**config.mk**
```make
export PLATFORM = sky130hd
export DESIGN_NAME = score_event_encoder_flat
export DESIGN_NICKNAME = d
export VERILOG_FILES = /design/src/rtl/score_event_encoder_if.sv /design/src/rtl/score_event_encoder.sv /design/src/flat_wrapper.sv
export SDC_FILE = /design/constraint.sdc
export NUM_CORES = 1
export LEC_CHECK = 0
export CORE_ASPECT_RATIO = 1.25
export CORE_UTILIZATION = 52
export DETAILED_ROUTE_END_ITERATION = 6
export HOLD_SLACK_MARGIN = 0.08
export PLACE_DENSITY = 0.8
export SLEW_MARGIN = 10
export SYNTH_ARGS = -nofsm -noshare
export SYNTH_HDL_FRONTEND = slang
export SYNTH_SLANG_ARGS = --single-unit
export TNS_END_PERCENT = 5
```
**constraint.sdc**
```tcl
create_clock -name clk -period 3.7 [get_ports clk]
set_input_delay 0.74 -clock clk [delete_from_list [all_inputs] [get_ports clk]]
set_output_delay 0.74 -clock clk [all_outputs]
set_load 0.02 [all_outputs]
```
**src/rtl/score_event_encoder_if.sv**
```systemverilog
// Score event bundle: hit strobes in, paced score edges and status out.
interface score_event_encoder_if #(
  parameter int PEND_W = 8
);
  logic              hit_valid;
  logic [3:0]        hit_points;
  logic              game_end;
  logic              score_signal;
  logic              busy;
  logic [PEND_W-1:0] pending;
  logic              overflow;
  logic [15:0]       total_bcd;
  logic              drained;

  modport master (
    output hit_valid, hit_points, game_end,
    input  score_signal, busy, pending,
    input  overflow, total_bcd, drained
  );

  modport slave (
    input  hit_valid, hit_points, game_end,
    output score_signal, busy, pending,
    output overflow, total_bcd, drained
  );
endinterface

```
**src/rtl/score_event_encoder.sv**
```systemverilog
// Turns multi-point hits into a paced train of score edges,
// one point per edge, with a BCD mirror of the emitted total.
module score_event_encoder #(
  parameter int GAP_CYCLES = 4,
  parameter int PEND_W     = 8
) (
  input logic                clk,
  input logic                rst,
  score_event_encoder_if.slave bus
);
  localparam int CW = (GAP_CYCLES > 1) ? $clog2(GAP_CYCLES + 1) : 1;

  typedef enum logic {IDLE, GAP} state_t;

  state_t            state;
  logic [CW-1:0]     gap_cnt;
  logic [PEND_W-1:0] pending;
  logic              sig;
  logic              ovf;
  logic [15:0]       bcd;

  logic              acc;
  logic              emit;
  logic [PEND_W:0]   sum;
  logic [PEND_W:0]   add;
  logic [15:0]       bcd_inc;
  logic              carry;

  always_comb begin
    acc  = bus.hit_valid && !bus.game_end;
    emit = (state == IDLE) && (pending != '0);
    add  = acc ? {{(PEND_W-3){1'b0}}, bus.hit_points} : '0;
    sum  = {1'b0, pending} + add - {{PEND_W{1'b0}}, emit};
  end

  // Ripple the +1 through the digits; a 9 rolls to 0 and carries on.
  always_comb begin
    bcd_inc = bcd;
    carry   = 1'b1;
    for (int i = 0; i < 4; i++) begin
      if (carry) begin
        if (bcd[i*4 +: 4] == 4'd9) begin
          bcd_inc[i*4 +: 4] = 4'd0;
        end else begin
          bcd_inc[i*4 +: 4] = bcd[i*4 +: 4] + 4'd1;
          carry             = 1'b0;
        end
      end
    end
  end

  always_ff @(posedge clk) begin
    if (rst) begin
      state   <= IDLE;
      gap_cnt <= '0;
      pending <= '0;
      sig     <= 1'b0;
      ovf     <= 1'b0;
      bcd     <= '0;
    end else begin
      // sum never exceeds twice the max, so the top bit flags clipping
      if (sum[PEND_W]) begin
        pending <= '1;
        ovf     <= 1'b1;
      end else begin
        pending <= sum[PEND_W-1:0];
      end
      unique case (state)
        IDLE: begin
          if (emit) begin
            sig <= ~sig;
            bcd <= bcd_inc;
            if (GAP_CYCLES > 1) begin
              gap_cnt <= CW'(GAP_CYCLES - 1);
              state   <= GAP;
            end
          end
        end
        GAP: begin
          gap_cnt <= gap_cnt - 1'b1;
          if (gap_cnt == CW'(1)) state <= IDLE;
        end
      endcase
    end
  end

  assign bus.score_signal = sig;
  assign bus.pending      = pending;
  assign bus.overflow     = ovf;
  assign bus.total_bcd    = bcd;
  assign bus.busy         = (pending != '0) || (state == GAP);
  assign bus.drained      = bus.game_end && (pending == '0) &&
                            (state == IDLE);
endmodule
```
**src/flat_wrapper.sv**
```systemverilog
// flat-port wrapper written by rule: the top's interface ports become plain ports
module score_event_encoder_flat 
#(
  parameter int GAP_CYCLES = 4,
  parameter int PEND_W     = 8
)
  (clk, rst, bus_hit_valid, bus_hit_points, bus_game_end, bus_score_signal, bus_busy, bus_pending, bus_overflow, bus_total_bcd, bus_drained);
  score_event_encoder_if #(.PEND_W(PEND_W)) bus_i ();
  input logic clk;
  input logic rst;
  input wire logic [$bits(bus_i.hit_valid)-1:0] bus_hit_valid;
  input wire logic [$bits(bus_i.hit_points)-1:0] bus_hit_points;
  input wire logic [$bits(bus_i.game_end)-1:0] bus_game_end;
  output wire logic [$bits(bus_i.score_signal)-1:0] bus_score_signal;
  output wire logic [$bits(bus_i.busy)-1:0] bus_busy;
  output wire logic [$bits(bus_i.pending)-1:0] bus_pending;
  output wire logic [$bits(bus_i.overflow)-1:0] bus_overflow;
  output wire logic [$bits(bus_i.total_bcd)-1:0] bus_total_bcd;
  output wire logic [$bits(bus_i.drained)-1:0] bus_drained;
  assign bus_i.hit_valid = bus_hit_valid;
  assign bus_i.hit_points = bus_hit_points;
  assign bus_i.game_end = bus_game_end;
  assign bus_score_signal = bus_i.score_signal;
  assign bus_busy = bus_i.busy;
  assign bus_pending = bus_i.pending;
  assign bus_overflow = bus_i.overflow;
  assign bus_total_bcd = bus_i.total_bcd;
  assign bus_drained = bus_i.drained;
  score_event_encoder #(.GAP_CYCLES(GAP_CYCLES), .PEND_W(PEND_W)) u_core (.clk(clk), .rst(rst), .bus(bus_i));
endmodule
```
==> results.sh <==
export IMPL_status="finished, violations left"
export IMPL_violated_checks="DRC"
export IMPL_fin_crit_ns=3.40
export IMPL_path_class="flip-flop to flip-flop"
export IMPL_min_path_type="flip-flop to flip-flop"
export IMPL_syn2layout_area_growth_pct=24.5
export IMPL_cp_end_kind="flip-flop"
export IMPL_tritoncts_buffer_count=5
export IMPL_drtPass1Iterations=6
export IMPL_grt_resource_usage_total=0.233
export IMPL_grt_setup_unrepaired="no"
export IMPL_max_cap_violations=0
export IMPL_worst_ep_arrival_time_ns=3.61
export IMPL_cts_htree_levels=2
export IMPL_worst_slew_pin_transition_ns=0.458
export IMPL_ys_dominant_reg_cell="dfxtp_1"
export IMPL_ys_async_sr_fraction=0
export IMPL_route_detailed_drc=4
export IMPL_cts_hold_buffers_added=0
export IMPL_final_setup_viol_count=0
export IMPL_netlist_area_leader_share=0.309
export IMPL_critical_path_slowest_cell="a311o_1"
export IMPL_mean_syn_cell_area_um2=8.31
export IMPL_io_pins=36
export IMPL_cts_tree="done"
export IMPL_grt_pass1_vias=1669
export IMPL_cts_buffer_depth=2
export IMPL_ys_warnings_count=0
export IMPL_rows=24
export IMPL_worstSetupStartpoint="u_core.bus.pending[7]$_SDFF_PP0_"
export IMPL_drive_gt1_frac=0.0772
export IMPL_via_per_instance_ratio=5.74
export IMPL_antenna_violations_before_repair=0
export IMPL_crit_path_max_fanout=9
export IMPL_maximum_number_of_pins_on_one_net_before_global_route_repair=25
export IMPL_clock_sinks=30
export IMPL_min_delay_start="u_core.bus.overflow$_SDFFE_PP0P_"
export IMPL_drv_slew=0
export IMPL_clkLatencyLatePin_ns=0.28
export IMPL_setup_tns_ns=0
export IMPL_edff_count_synth=0
export IMPL_routed_wirelength_mm=4.14
export IMPL_postCtsSetupRepairBufs=0
export IMPL_initial_core_util=0.549
export IMPL_clock_tree_root_cell="clkbuf_8"
export IMPL_groute_layer_met3_usage=0.0519
export IMPL_netlist_area_um2=1940
export IMPL_synth_top_cell_by_area="dfxtp_1"
export IMPL_number_of_instances_in_the_synthesized_netlist=234
export IMPL_worst_ir_drop_vdd_v=0.000488
export IMPL_cpPeakStageDelay_ns=0.51
export IMPL_worst_r2r_startpoint="u_core.bus.pending[7]$_SDFF_PP0_"
export IMPL_num_vias=1784
export IMPL_critical_path_buf_inv_count=2
export IMPL_numPortBuffers=35
export IMPL_use_met1=0.257
export IMPL_die_width_um=56.7
export IMPL_layout_cells_most_common_list="clkdlybuf4s50_1 (35), inv_1 (32), dfxtp_1 (30), ha_1 (16), nor2_1 (14)"
export IMPL_placement_setup_worst_slack_ns=0.106
export IMPL_synth_top_cells_by_area="dfxtp_1 (31%), ha_1 (10%), inv_1 (6.2%)"
export IMPL_distinct_cells_synth=57
export IMPL_grt_first_pass_wirelength_mm=7.16
export IMPL_core_area_um2=3540
export IMPL_power_mw=1.77
export IMPL_fp_dieArea_um2=3990
export IMPL_required_ns=3.91
export IMPL_nNetsFinal=296
export IMPL_finalWorstSetupSlack_ns=0.295
export IMPL_maxClockFrequency_mhz=294
export IMPL_number_of_antenna_repair_diodes=0
export IMPL_min_period_over_period=0.920
export IMPL_ys_seq_area_frac=0.309
export IMPL_critical_path_most_common_cell="ha_1"
export IMPL_timing_critical_path_from_type="flip-flop"
export IMPL_ant_nets=0
export IMPL_p_leak_nw=0.958
export IMPL_max_slew_margin_rel=0.693
export IMPL_gpl_final_weighted_congestion=0.849
export IMPL_critical_path_cell_chain="inv_1 > ha_1 > nor4b_1 > a21oi_1 > ha_1 > inv_1 > ha_1 > fa_1 > a211oi_1 > o311ai_1 > a311o_1 > a41oi_1"
export IMPL_globalRoute_busiestLayer="met2"
export IMPL_final_hold_violation_count=0
export IMPL_syn_nets=259
export IMPL_die_h_um=70.4
export IMPL_nFillCells=309
export IMPL_cpLargestDelayFamily="compound AO/OA/AOI/OAI gates"
export IMPL_wire_per_inst_um=13.3
export IMPL_clk_pin_slew_worst_paths_ns=0.06
export IMPL_post_cts_resized=0
export IMPL_detailedRoute_firstIterationViolations=88
export IMPL_met2_usage=0.410
export IMPL_detailed_place_hpwl_mm=3.15
export IMPL_synth_ff_latch_count=30
export IMPL_power_per_cell_area_nw_per_um2=730
export IMPL_fin_skew_ns=0.00675
export IMPL_layout_cells_most_common="clkdlybuf4s50_1"
export IMPL_grt_remaining_overflow=0
[power by group]
group          leakage, nW  switching, mW  internal, mW
Sequential           0.247         0.0703         0.390
Combinational        0.663          0.556         0.480
Clock               0.0482          0.121         0.150
[logic make-up after synthesis]
kind of cell / Yosys count / share of synthesized area
compound gates: 60 / 0.221
buf+inv: 41 / 0.0843
mux: 3 / 0.0161
xor+xnor: 7 / 0.0315
flops: 30 / 0.309
simple gates: 76 / 0.225
fa+ha+maj: 17 / 0.113
[worst min-delay path, cell delays in order, from the launching register on]
cell	delay, ns
dfxtp_1	0.31
inv_1	0.05
a31oi_1	0.06
[cell usage after synthesis (all sizes together), types with 3 or more instances]
master  instances
a211oi          3
nand3           7
nor2b           3
a31oi          10
xnor2           5
clkbuf          6
and2            3
nand2          12
o221ai          3
nor3            6
nand2b         10
ha             16
a21o            3
dfxtp          30
buf             3
nand4           3
a21oi          14
inv            32
o21ai           6
nor2           14
[state kept, by name, summed over array words and instances (netlist names)]
signal                   flops
u_core.gap_cnt               3
u_core.state                 1
u_core.bus.total_bcd        16
u_core.bus.overflow          1
u_core.bus.score_signal      1
u_core.bus.pending           8
[routing by layer]
metal | wire, µm | vias to the layer above
li1 | - | 911
met1 | 1880 | 831
met2 | 2040 | 31
met3 | 100 | 11
met4 | 115 | 0
met5 | 0 | -
[path summary, 6_finish.rpt]
check        cells past startpoint  slack, ns                                to
min reg2reg                      2       0.48  u_core.bus.overflow$_SDFFE_PP0P_
max reg2reg                     12       0.30  u_core.bus.pending[5]$_SDFF_PP0_
max                             12       0.30  u_core.bus.pending[5]$_SDFF_PP0_
min                              2       0.48  u_core.bus.overflow$_SDFFE_PP0P_
[area by class of cell]
type | instances | area, µm² | share of cell area
Tap cell | 39 | 48.8 | 0.0202
Timing Repair Buffer | 39 | 380 | 0.157
Inverter | 32 | 120 | 0.0496
Sequential cell | 30 | 601 | 0.248
Clock inverter | 1 | 5.00 | 0.00207
Multi-Input combinational cell | 163 | 1180 | 0.487
Clock buffer | 7 | 86.3 | 0.0357
[through the flow]
stage,instances,hold slack (ns),util,area [µm²]
global placement,303,0.465,0.657,2330
global route,311,0.499,0.683,2420
detailed placement,303,0.470,0.657,2330
CTS,311,0.480,0.683,2420
finish,311,0.478,0.683,2420
floorplan,234,0.458,-,1940
Power figures use the tool's default switching activity.
